File: src/rtl/gemm_sched_pkg.sv
// Shared definitions for the GEMM tile scheduler: gemm register offsets,
// dimension-word field positions and the scheduler state encoding.
package gemm_sched_pkg;

  localparam logic [31:0] OFF_TILE_A = 32'd0;
  localparam logic [31:0] OFF_TILE_B = 32'd4;
  localparam logic [31:0] OFF_TILE_C = 32'd8;
  localparam logic [31:0] OFF_ASTR   = 32'd12;
  localparam logic [31:0] OFF_BSTR   = 32'd16;
  localparam logic [31:0] OFF_CTRL   = 32'd20;
  localparam logic [31:0] OFF_DIM    = 32'd24;

  localparam int DIM_K_SHIFT = 5;
  localparam int DIM_N_SHIFT = 10;

  typedef enum logic [3:0] {
    S_IDLE,
    S_CHK,
    S_WR_ASTR,
    S_WR_BSTR,
    S_TILE,
    S_WR_A,
    S_WR_B,
    S_WR_C,
    S_WR_CTRL,
    S_WR_DIM,
    S_POLL_FULL,
    S_FULL_SMP,
    S_ADV,
    S_POLL_DONE,
    S_DONE_SMP,
    S_FIN
  } state_e;

  function automatic logic [31:0] min_u32(input logic [31:0] a, input logic [31:0] b);
    return (a < b) ? a : b;
  endfunction

endpackage

File: src/rtl/gemm_tile_iter.sv
// n->m->k tile walker: holds the loop counters, steps them on advance and
// registers the per-tile addresses, control bits and size word on compute.
module gemm_tile_iter
  import gemm_sched_pkg::*;
#(
  parameter int BLK_M = 16,
  parameter int BLK_K = 16,
  parameter int BLK_N = 16,
  parameter int DIM_W = 16
) (
  input  logic             clk,
  input  logic             rst,
  input  logic             init_i,
  input  logic             compute_i,
  input  logic             adv_i,
  input  logic [DIM_W-1:0] dim_m_i,
  input  logic [DIM_W-1:0] dim_k_i,
  input  logic [DIM_W-1:0] dim_n_i,
  input  logic [31:0]      a_base_i,
  input  logic [31:0]      b_base_i,
  input  logic [31:0]      c_base_i,
  output logic             last_o,
  output logic [31:0]      tile_a_o,
  output logic [31:0]      tile_b_o,
  output logic [31:0]      tile_c_o,
  output logic [31:0]      ctrl_o,
  output logic [31:0]      dim_o
);

  logic [DIM_W-1:0] m_q, k_q, n_q;
  logic [DIM_W-1:0] m_d, k_d, n_d;
  logic [31:0]      m32, k32, n32, dm, dk, dn;
  logic [31:0]      msize, ksize, nsize;
  logic             k_end, m_end, n_end, first;
  logic [31:0]      tile_a_q, tile_b_q, tile_c_q, ctrl_q, dim_q;

  assign m32 = 32'(m_q);
  assign k32 = 32'(k_q);
  assign n32 = 32'(n_q);
  assign dm  = 32'(dim_m_i);
  assign dk  = 32'(dim_k_i);
  assign dn  = 32'(dim_n_i);

  // End-of-range tests are done in 32 bits so large dims cannot wrap the compare.
  assign k_end = (k32 + 32'(BLK_K)) >= dk;
  assign m_end = (m32 + 32'(BLK_M)) >= dm;
  assign n_end = (n32 + 32'(BLK_N)) >= dn;
  assign first  = (k_q == '0);
  assign last_o = k_end & m_end & n_end;

  assign msize = min_u32(32'(BLK_M), dm - m32);
  assign ksize = min_u32(32'(BLK_K), dk - k32);
  assign nsize = min_u32(32'(BLK_N), dn - n32);

  always_comb begin
    m_d = m_q;
    k_d = k_q;
    n_d = n_q;
    if (init_i) begin
      m_d = '0;
      k_d = '0;
      n_d = '0;
    end else if (adv_i) begin
      if (k_end) begin
        k_d = '0;
        if (m_end) begin
          m_d = '0;
          n_d = n_q + DIM_W'(BLK_N);
        end else begin
          m_d = m_q + DIM_W'(BLK_M);
        end
      end else begin
        k_d = k_q + DIM_W'(BLK_K);
      end
    end
  end

  always_ff @(posedge clk or posedge rst) begin
    if (rst) begin
      m_q      <= '0;
      k_q      <= '0;
      n_q      <= '0;
      tile_a_q <= '0;
      tile_b_q <= '0;
      tile_c_q <= '0;
      ctrl_q   <= '0;
      dim_q    <= '0;
    end else begin
      m_q <= m_d;
      k_q <= k_d;
      n_q <= n_d;
      if (compute_i) begin
        tile_a_q <= a_base_i + m32 * dk + k32;
        // B is addressed at the last row of the tile, as the array streams it bottom-up.
        tile_b_q <= b_base_i + n32 + (k32 + ksize - 32'd1) * dn;
        tile_c_q <= c_base_i + m32 * dn + n32;
        ctrl_q   <= {30'b0, first, k_end};
        dim_q    <= (nsize << DIM_N_SHIFT) | (ksize << DIM_K_SHIFT) | msize;
      end
    end
  end

  assign tile_a_o = tile_a_q;
  assign tile_b_o = tile_b_q;
  assign tile_c_o = tile_c_q;
  assign ctrl_o   = ctrl_q;
  assign dim_o    = dim_q;

endmodule

File: src/rtl/gemm_tile_scheduler.sv
// Walks a full GEMM job as a sequence of tiles: writes strides once, then per
// tile programs the accelerator, polls its full flag and finally polls done.
module gemm_tile_scheduler
  import gemm_sched_pkg::*;
#(
  parameter int          BLK_M     = 16,
  parameter int          BLK_K     = 16,
  parameter int          BLK_N     = 16,
  parameter logic [31:0] BASE_ADDR = 32'h9000_0000,
  parameter int          DIM_W     = 16
) (
  input  logic             clk,
  input  logic             rst,
  input  logic             start,
  input  logic [DIM_W-1:0] dim_m,
  input  logic [DIM_W-1:0] dim_k,
  input  logic [DIM_W-1:0] dim_n,
  input  logic [31:0]      a_base,
  input  logic [31:0]      b_base,
  input  logic [31:0]      c_base,
  output logic             busy,
  output logic             done,
  output logic             err,
  output logic [31:0]      tiles_issued,
  output logic [31:0]      cycle_count,
  output logic             system_bus_en,
  output logic             system_bus_rdwr,
  output logic [31:0]      system_bus_addr,
  output logic [31:0]      system_bus_wr_data,
  input  logic [31:0]      system_bus_rd_data
);

  state_e           state_q;
  logic             busy_q, done_q, err_q;
  logic [31:0]      tiles_q, cycles_q;
  logic [DIM_W-1:0] dim_m_q, dim_k_q, dim_n_q;
  logic [31:0]      a_base_q, b_base_q, c_base_q;

  logic             iter_last;
  logic [31:0]      tile_a, tile_b, tile_c, tile_ctrl, tile_dim;
  logic             bus_wr, bus_rd;
  logic [31:0]      bus_off, bus_data;
  logic             poll_bit;
  logic             unused_rd_bits;

  assign poll_bit       = system_bus_rd_data[0];
  assign unused_rd_bits = ^system_bus_rd_data[31:1];

  gemm_tile_iter #(
    .BLK_M(BLK_M),
    .BLK_K(BLK_K),
    .BLK_N(BLK_N),
    .DIM_W(DIM_W)
  ) u_iter (
    .clk       (clk),
    .rst       (rst),
    .init_i    ((state_q == S_IDLE) && start),
    .compute_i (state_q == S_TILE),
    .adv_i     (state_q == S_ADV),
    .dim_m_i   (dim_m_q),
    .dim_k_i   (dim_k_q),
    .dim_n_i   (dim_n_q),
    .a_base_i  (a_base_q),
    .b_base_i  (b_base_q),
    .c_base_i  (c_base_q),
    .last_o    (iter_last),
    .tile_a_o  (tile_a),
    .tile_b_o  (tile_b),
    .tile_c_o  (tile_c),
    .ctrl_o    (tile_ctrl),
    .dim_o     (tile_dim)
  );

  always_ff @(posedge clk or posedge rst) begin
    if (rst) begin
      state_q  <= S_IDLE;
      busy_q   <= 1'b0;
      done_q   <= 1'b0;
      err_q    <= 1'b0;
      tiles_q  <= '0;
      cycles_q <= '0;
      dim_m_q  <= '0;
      dim_k_q  <= '0;
      dim_n_q  <= '0;
      a_base_q <= '0;
      b_base_q <= '0;
      c_base_q <= '0;
    end else begin
      done_q <= 1'b0;
      err_q  <= 1'b0;
      if (busy_q) cycles_q <= cycles_q + 32'd1;
      case (state_q)
        S_IDLE: begin
          if (start) begin
            dim_m_q  <= dim_m;
            dim_k_q  <= dim_k;
            dim_n_q  <= dim_n;
            a_base_q <= a_base;
            b_base_q <= b_base;
            c_base_q <= c_base;
            busy_q   <= 1'b1;
            cycles_q <= '0;
            tiles_q  <= '0;
            state_q  <= S_CHK;
          end
        end
        S_CHK: begin
          if (dim_m_q == '0 || dim_k_q == '0 || dim_n_q == '0) begin
            done_q  <= 1'b1;
            err_q   <= 1'b1;
            state_q <= S_FIN;
          end else begin
            state_q <= S_WR_ASTR;
          end
        end
        S_WR_ASTR: state_q <= S_WR_BSTR;
        S_WR_BSTR: state_q <= S_TILE;
        S_TILE:    state_q <= S_WR_A;
        S_WR_A:    state_q <= S_WR_B;
        S_WR_B:    state_q <= S_WR_C;
        S_WR_C:    state_q <= S_WR_CTRL;
        S_WR_CTRL: state_q <= S_WR_DIM;
        S_WR_DIM: begin
          tiles_q <= tiles_q + 32'd1;
          state_q <= S_POLL_FULL;
        end
        S_POLL_FULL: state_q <= S_FULL_SMP;
        S_FULL_SMP:  state_q <= poll_bit ? S_POLL_FULL : S_ADV;
        S_ADV:       state_q <= iter_last ? S_POLL_DONE : S_TILE;
        S_POLL_DONE: state_q <= S_DONE_SMP;
        S_DONE_SMP: begin
          if (poll_bit) begin
            done_q  <= 1'b1;
            state_q <= S_FIN;
          end else begin
            state_q <= S_POLL_DONE;
          end
        end
        S_FIN: begin
          busy_q  <= 1'b0;
          state_q <= S_IDLE;
        end
        default: state_q <= S_IDLE;
      endcase
    end
  end

  // Bus is a pure decode of the registered state and registered tile/job data.
  always_comb begin
    bus_wr   = 1'b0;
    bus_rd   = 1'b0;
    bus_off  = '0;
    bus_data = '0;
    case (state_q)
      S_WR_ASTR:   begin bus_wr = 1'b1; bus_off = OFF_ASTR;   bus_data = 32'(dim_k_q); end
      S_WR_BSTR:   begin bus_wr = 1'b1; bus_off = OFF_BSTR;   bus_data = 32'(dim_n_q); end
      S_WR_A:      begin bus_wr = 1'b1; bus_off = OFF_TILE_A; bus_data = tile_a;       end
      S_WR_B:      begin bus_wr = 1'b1; bus_off = OFF_TILE_B; bus_data = tile_b;       end
      S_WR_C:      begin bus_wr = 1'b1; bus_off = OFF_TILE_C; bus_data = tile_c;       end
      S_WR_CTRL:   begin bus_wr = 1'b1; bus_off = OFF_CTRL;   bus_data = tile_ctrl;    end
      S_WR_DIM:    begin bus_wr = 1'b1; bus_off = OFF_DIM;    bus_data = tile_dim;     end
      S_POLL_FULL: begin bus_rd = 1'b1; bus_off = OFF_TILE_A; end
      S_POLL_DONE: begin bus_rd = 1'b1; bus_off = OFF_DIM;    end
      default: ;
    endcase
  end

  assign system_bus_en      = bus_wr | bus_rd;
  assign system_bus_rdwr    = bus_wr;
  assign system_bus_addr    = (bus_wr | bus_rd) ? (BASE_ADDR + bus_off) : 32'd0;
  assign system_bus_wr_data = bus_wr ? bus_data : 32'd0;

  assign busy         = busy_q;
  assign done         = done_q;
  assign err          = err_q;
  assign tiles_issued = tiles_q;
  assign cycle_count  = cycles_q;

endmodule
File: config.mk
export PLATFORM = sky130hd
export DESIGN_NAME = gemm_tile_scheduler
export DESIGN_NICKNAME = d
export VERILOG_FILES = /design/src/rtl/gemm_sched_pkg.sv /design/src/rtl/gemm_tile_iter.sv /design/src/rtl/gemm_tile_scheduler.sv
export SDC_FILE = /design/constraint.sdc
export NUM_CORES = 2
export LEC_CHECK = 0
export CAP_MARGIN = 20
export CORE_ASPECT_RATIO = 1.1
export CORE_MARGIN = 4
export CORE_UTILIZATION = 56
export DETAILED_ROUTE_END_ITERATION = 7
export PLACE_DENSITY_LB_ADDON = 0.15
export SLEW_MARGIN = 20
export SYNTH_ARGS = -nofsm -noshare
export SYNTH_HDL_FRONTEND = slang
export SYNTH_SLANG_ARGS = --single-unit
File: constraint.sdc
create_clock -name clk -period 13.98 [get_ports clk]
set_clock_uncertainty 0.05 [all_clocks]
set_input_delay 3.495 -clock clk [delete_from_list [all_inputs] [get_ports clk]]
set_output_delay 3.495 -clock clk [all_outputs]
set_load 0.05 [all_outputs]
==> summary.txt <==
Synthesis
  – Top-area cell type share of the netlist area: 0.3127
  – Synth area leaders: fa_1, dfrtp_1, ha_1, inv_1, nand2_1
  – EDFF count, synth: 0
  – Yosys top cell by area: fa_1
  – Mapped cell area: 49170 µm²
  – Synth Flop Type: dfrtp_1
  – FFs w/ async S/R, synth: 1.000
  – Sequential-to-total area share from yosys stat: 0.1913
  – Yosys warns: 0
  – Number of distinct library cells after synthesis: 83
  – Post-synthesis register bit count: 376
  – Synthesized instance count: 5598
  – Syn Area/Cell: 8.784 µm²

Place
  – Pre-CTS WS: 1885 ps
  – HPWL after DPL: 112.8 mm
  – Buffers added on ports: 253
  – RePlAce Congestion: 0.9431

STA
  – RSZ-0062 raised after global routing: no
  – Final setup vio count: 0
  – Max-slew violation count: 0
  – TNS Setup: 0 ps
  – Post-route setup slack: 1699 ps
  – Worst slew margin: 0.2584
  – Tmin final: 12280 ps
  – Worst-Margin Slew: 1107 ps
  – Final period utilization: 0.8785
  – Fin Hold WS: 431.3 ps
  – Achievable Freq: 81.43 MHz
  – Hold Violations, Final: 0

Routing
  – Via density: 5.575
  – First-pass DRT Iterations: 5
  – Routed WL: 146.6 mm
  – DRC: 0
  – Vias: 39180
  – Final ANT Viol Nets: 0
  – Initial DRC count: 3012
  – Drt wl/cell: 20.85 µm

Global routing
  – Vias in the first global route: 40580
  – First-pass GRT wire length: 230.6 mm
  – GRT Total Usage: 0.3210
  – Initial antenna violation count: 7
  – Largest net degree at the start of global routing: 105
  – Total gr overflow: 0

Final layout
  – Nets@finish: 7156
  – Layout cells sized above 1: 0.03779
  – Fill count: 7486
  – Final Util: 0.6338
  – Synth-to-layout area growth: 11.70%

Worst setup path
  – CP startpoint kind: flip-flop
  – Arrival time worst endpoint: 12720 ps
  – Largest delay share family, worst path: adder cells
  – Worst path max stage delay: 900 ps
  – Crit end category: flip-flop
  – Worst Path Required: 14420 ps
  – Crit-path most repeated cell: fa_1
  – CP max stage cell: dfrtp_1
  – Crit path kind: flip-flop to flip-flop
  – Critical Path Fanout Max: 18
  – Worst path buffer plus inverter count: 7

Clocking
  – Clock-pin slew on the worst setup and hold paths: 60 ps
  – Clock root cell: clkbuf_16
  – Setup Fix Bufs, Post-CTS: 0
  – H-tree depth: 2
  – CTS Buf Count: 47
  – CTS max path bufs: 3
  – Hold_buf cts: 0
  – Clock sink total: 376
  – PostCTS Resize Cnt: 0
  – CTS tree: done
  – Clock insertion delay at the later pin of the skew report: 640 ps

Die
  – Die width: 290.5 µm
  – Initial core utilization: 0.5674
  – Num ports: 312
  – Die H: 318.8 µm
  – Die area: 92620 µm²
  – Core Region: 86670 µm²
  – # rows: 113

Worst hold path
  – Hold WC Path Type: flip-flop to flip-flop

Run
  – Max cap viols: 0

Run status
  – Status: complete, no violations
[cell usage after synthesis (all sizes together) (17+ instances only)]
| library cell | count |
|---|---|
| nor2b | 20 |
| o211ai | 20 |
| xor2 | 78 |
| nand2b | 28 |
| nand3 | 92 |
| fa | 768 |
| nand4 | 23 |
| o21ai | 258 |
| o31ai | 23 |
| xnor2 | 123 |
| and2 | 177 |
| o21a | 18 |
| a31oi | 18 |
| nor3 | 56 |
| o21bai | 17 |
| inv | 1172 |
| buf | 56 |
| nand2 | 946 |
| ha | 372 |
| a21o | 73 |
| clkbuf | 208 |
| a21oi | 127 |
| a22oi | 70 |
| and3 | 34 |
| or3 | 20 |
| nor2 | 233 |
| nor4 | 24 |
| dfrtp | 376 |
[stage by stage]
stage / cell area [µm²] / instances
after floorplan: 49630 / 5719
after global placement: 53230 / 6937
after detailed placement: 53240 / 6938
after CTS: 54920 / 7024
after global routing: 54920 / 7024
final: 54930 / 7028
[cell type report]
type	instances	area (µm²)	share of cell area
flip-flops and latches	376	9413	0.1714
diodes	4	10.01	0.0001822
clock inverters	19	335.3	0.006105
inverters	1181	4437	0.08077
multi-input cells	3898	34820	0.6339
repair buffers	333	3133	0.05704
clock buffers	67	1343	0.02444
well taps	1150	1439	0.02620
[layout by cell type, fill, tap and decap left out, types with 28 or more instances in the layout]
master              n
ha_1              372
a22oi_1            70
and2_1            177
nor2_1            230
nand2b_1           28
o21ai_0           249
a21o_1             73
inv_1            1170
nand3_1            90
fa_1              768
xor2_1             78
conb_1            123
clkdlybuf4s50_1   253
nand2_1           945
xnor2_1           114
dfrtp_1           373
a21oi_1           123
nor3_1             47
buf_4              80
clkbuf_16          48
and3_1             34
[metal layers]
metal / GRT usage / part of all wire
met5: 0 / 0.00034
met4: 0.1303 / 0.050
met3: 0.06723 / 0.088
met2: 0.5134 / 0.46
met1: 0.4316 / 0.40
[sequential cells by signal, indices dropped and copies added (netlist names), 4 cells and up]
name and cells:
u_iter.m_q 12, dim_n_q 16, u_iter.dim_o 27, u_iter.k_q 12, c_base_q 32, tiles_issued 32, u_iter.n_q 12, u_iter.tile_a_o 32
cycle_count 32, b_base_q 32, state_q 4, u_iter.tile_c_o 32, dim_k_q 16, dim_m_q 16, u_iter.tile_b_o 32, a_base_q 32
[cells by family after synthesis]
kind of cell	share of synthesized area
simple gates	0.1549
buf+inv	0.1130
fa+ha+maj	0.4073
compound gates	0.09292
flops	0.1913
xor+xnor	0.03626
mux	0.004173
other cells	0.0001527
[worst paths after layout]
path,from,to,slack [ps],depth (start not counted)
worst max-delay path,dim_k_q[5]$_DFFE_PP0P_,u_iter.tile_b_o[30]$_DFFE_PP0P_,1700,45
worst min-delay path,u_iter.tile_b_o[7]$_DFFE_PP0P_,u_iter.tile_b_o[7]$_DFFE_PP0P_,430,1
worst max register to register,dim_k_q[5]$_DFFE_PP0P_,u_iter.tile_b_o[30]$_DFFE_PP0P_,1700,45
worst min register to register,u_iter.tile_b_o[7]$_DFFE_PP0P_,u_iter.tile_b_o[7]$_DFFE_PP0P_,430,1
max in group asynchronous,rst,dim_n_q[0]$_DFFE_PP0P_,8490,4
min in group asynchronous,rst,a_base_q[7]$_DFFE_PP0P_,3180,2
Power is left out: the tool's default activity adds up to more than one toggle a clock period on the data nets, which glitch-free logic cannot reach.
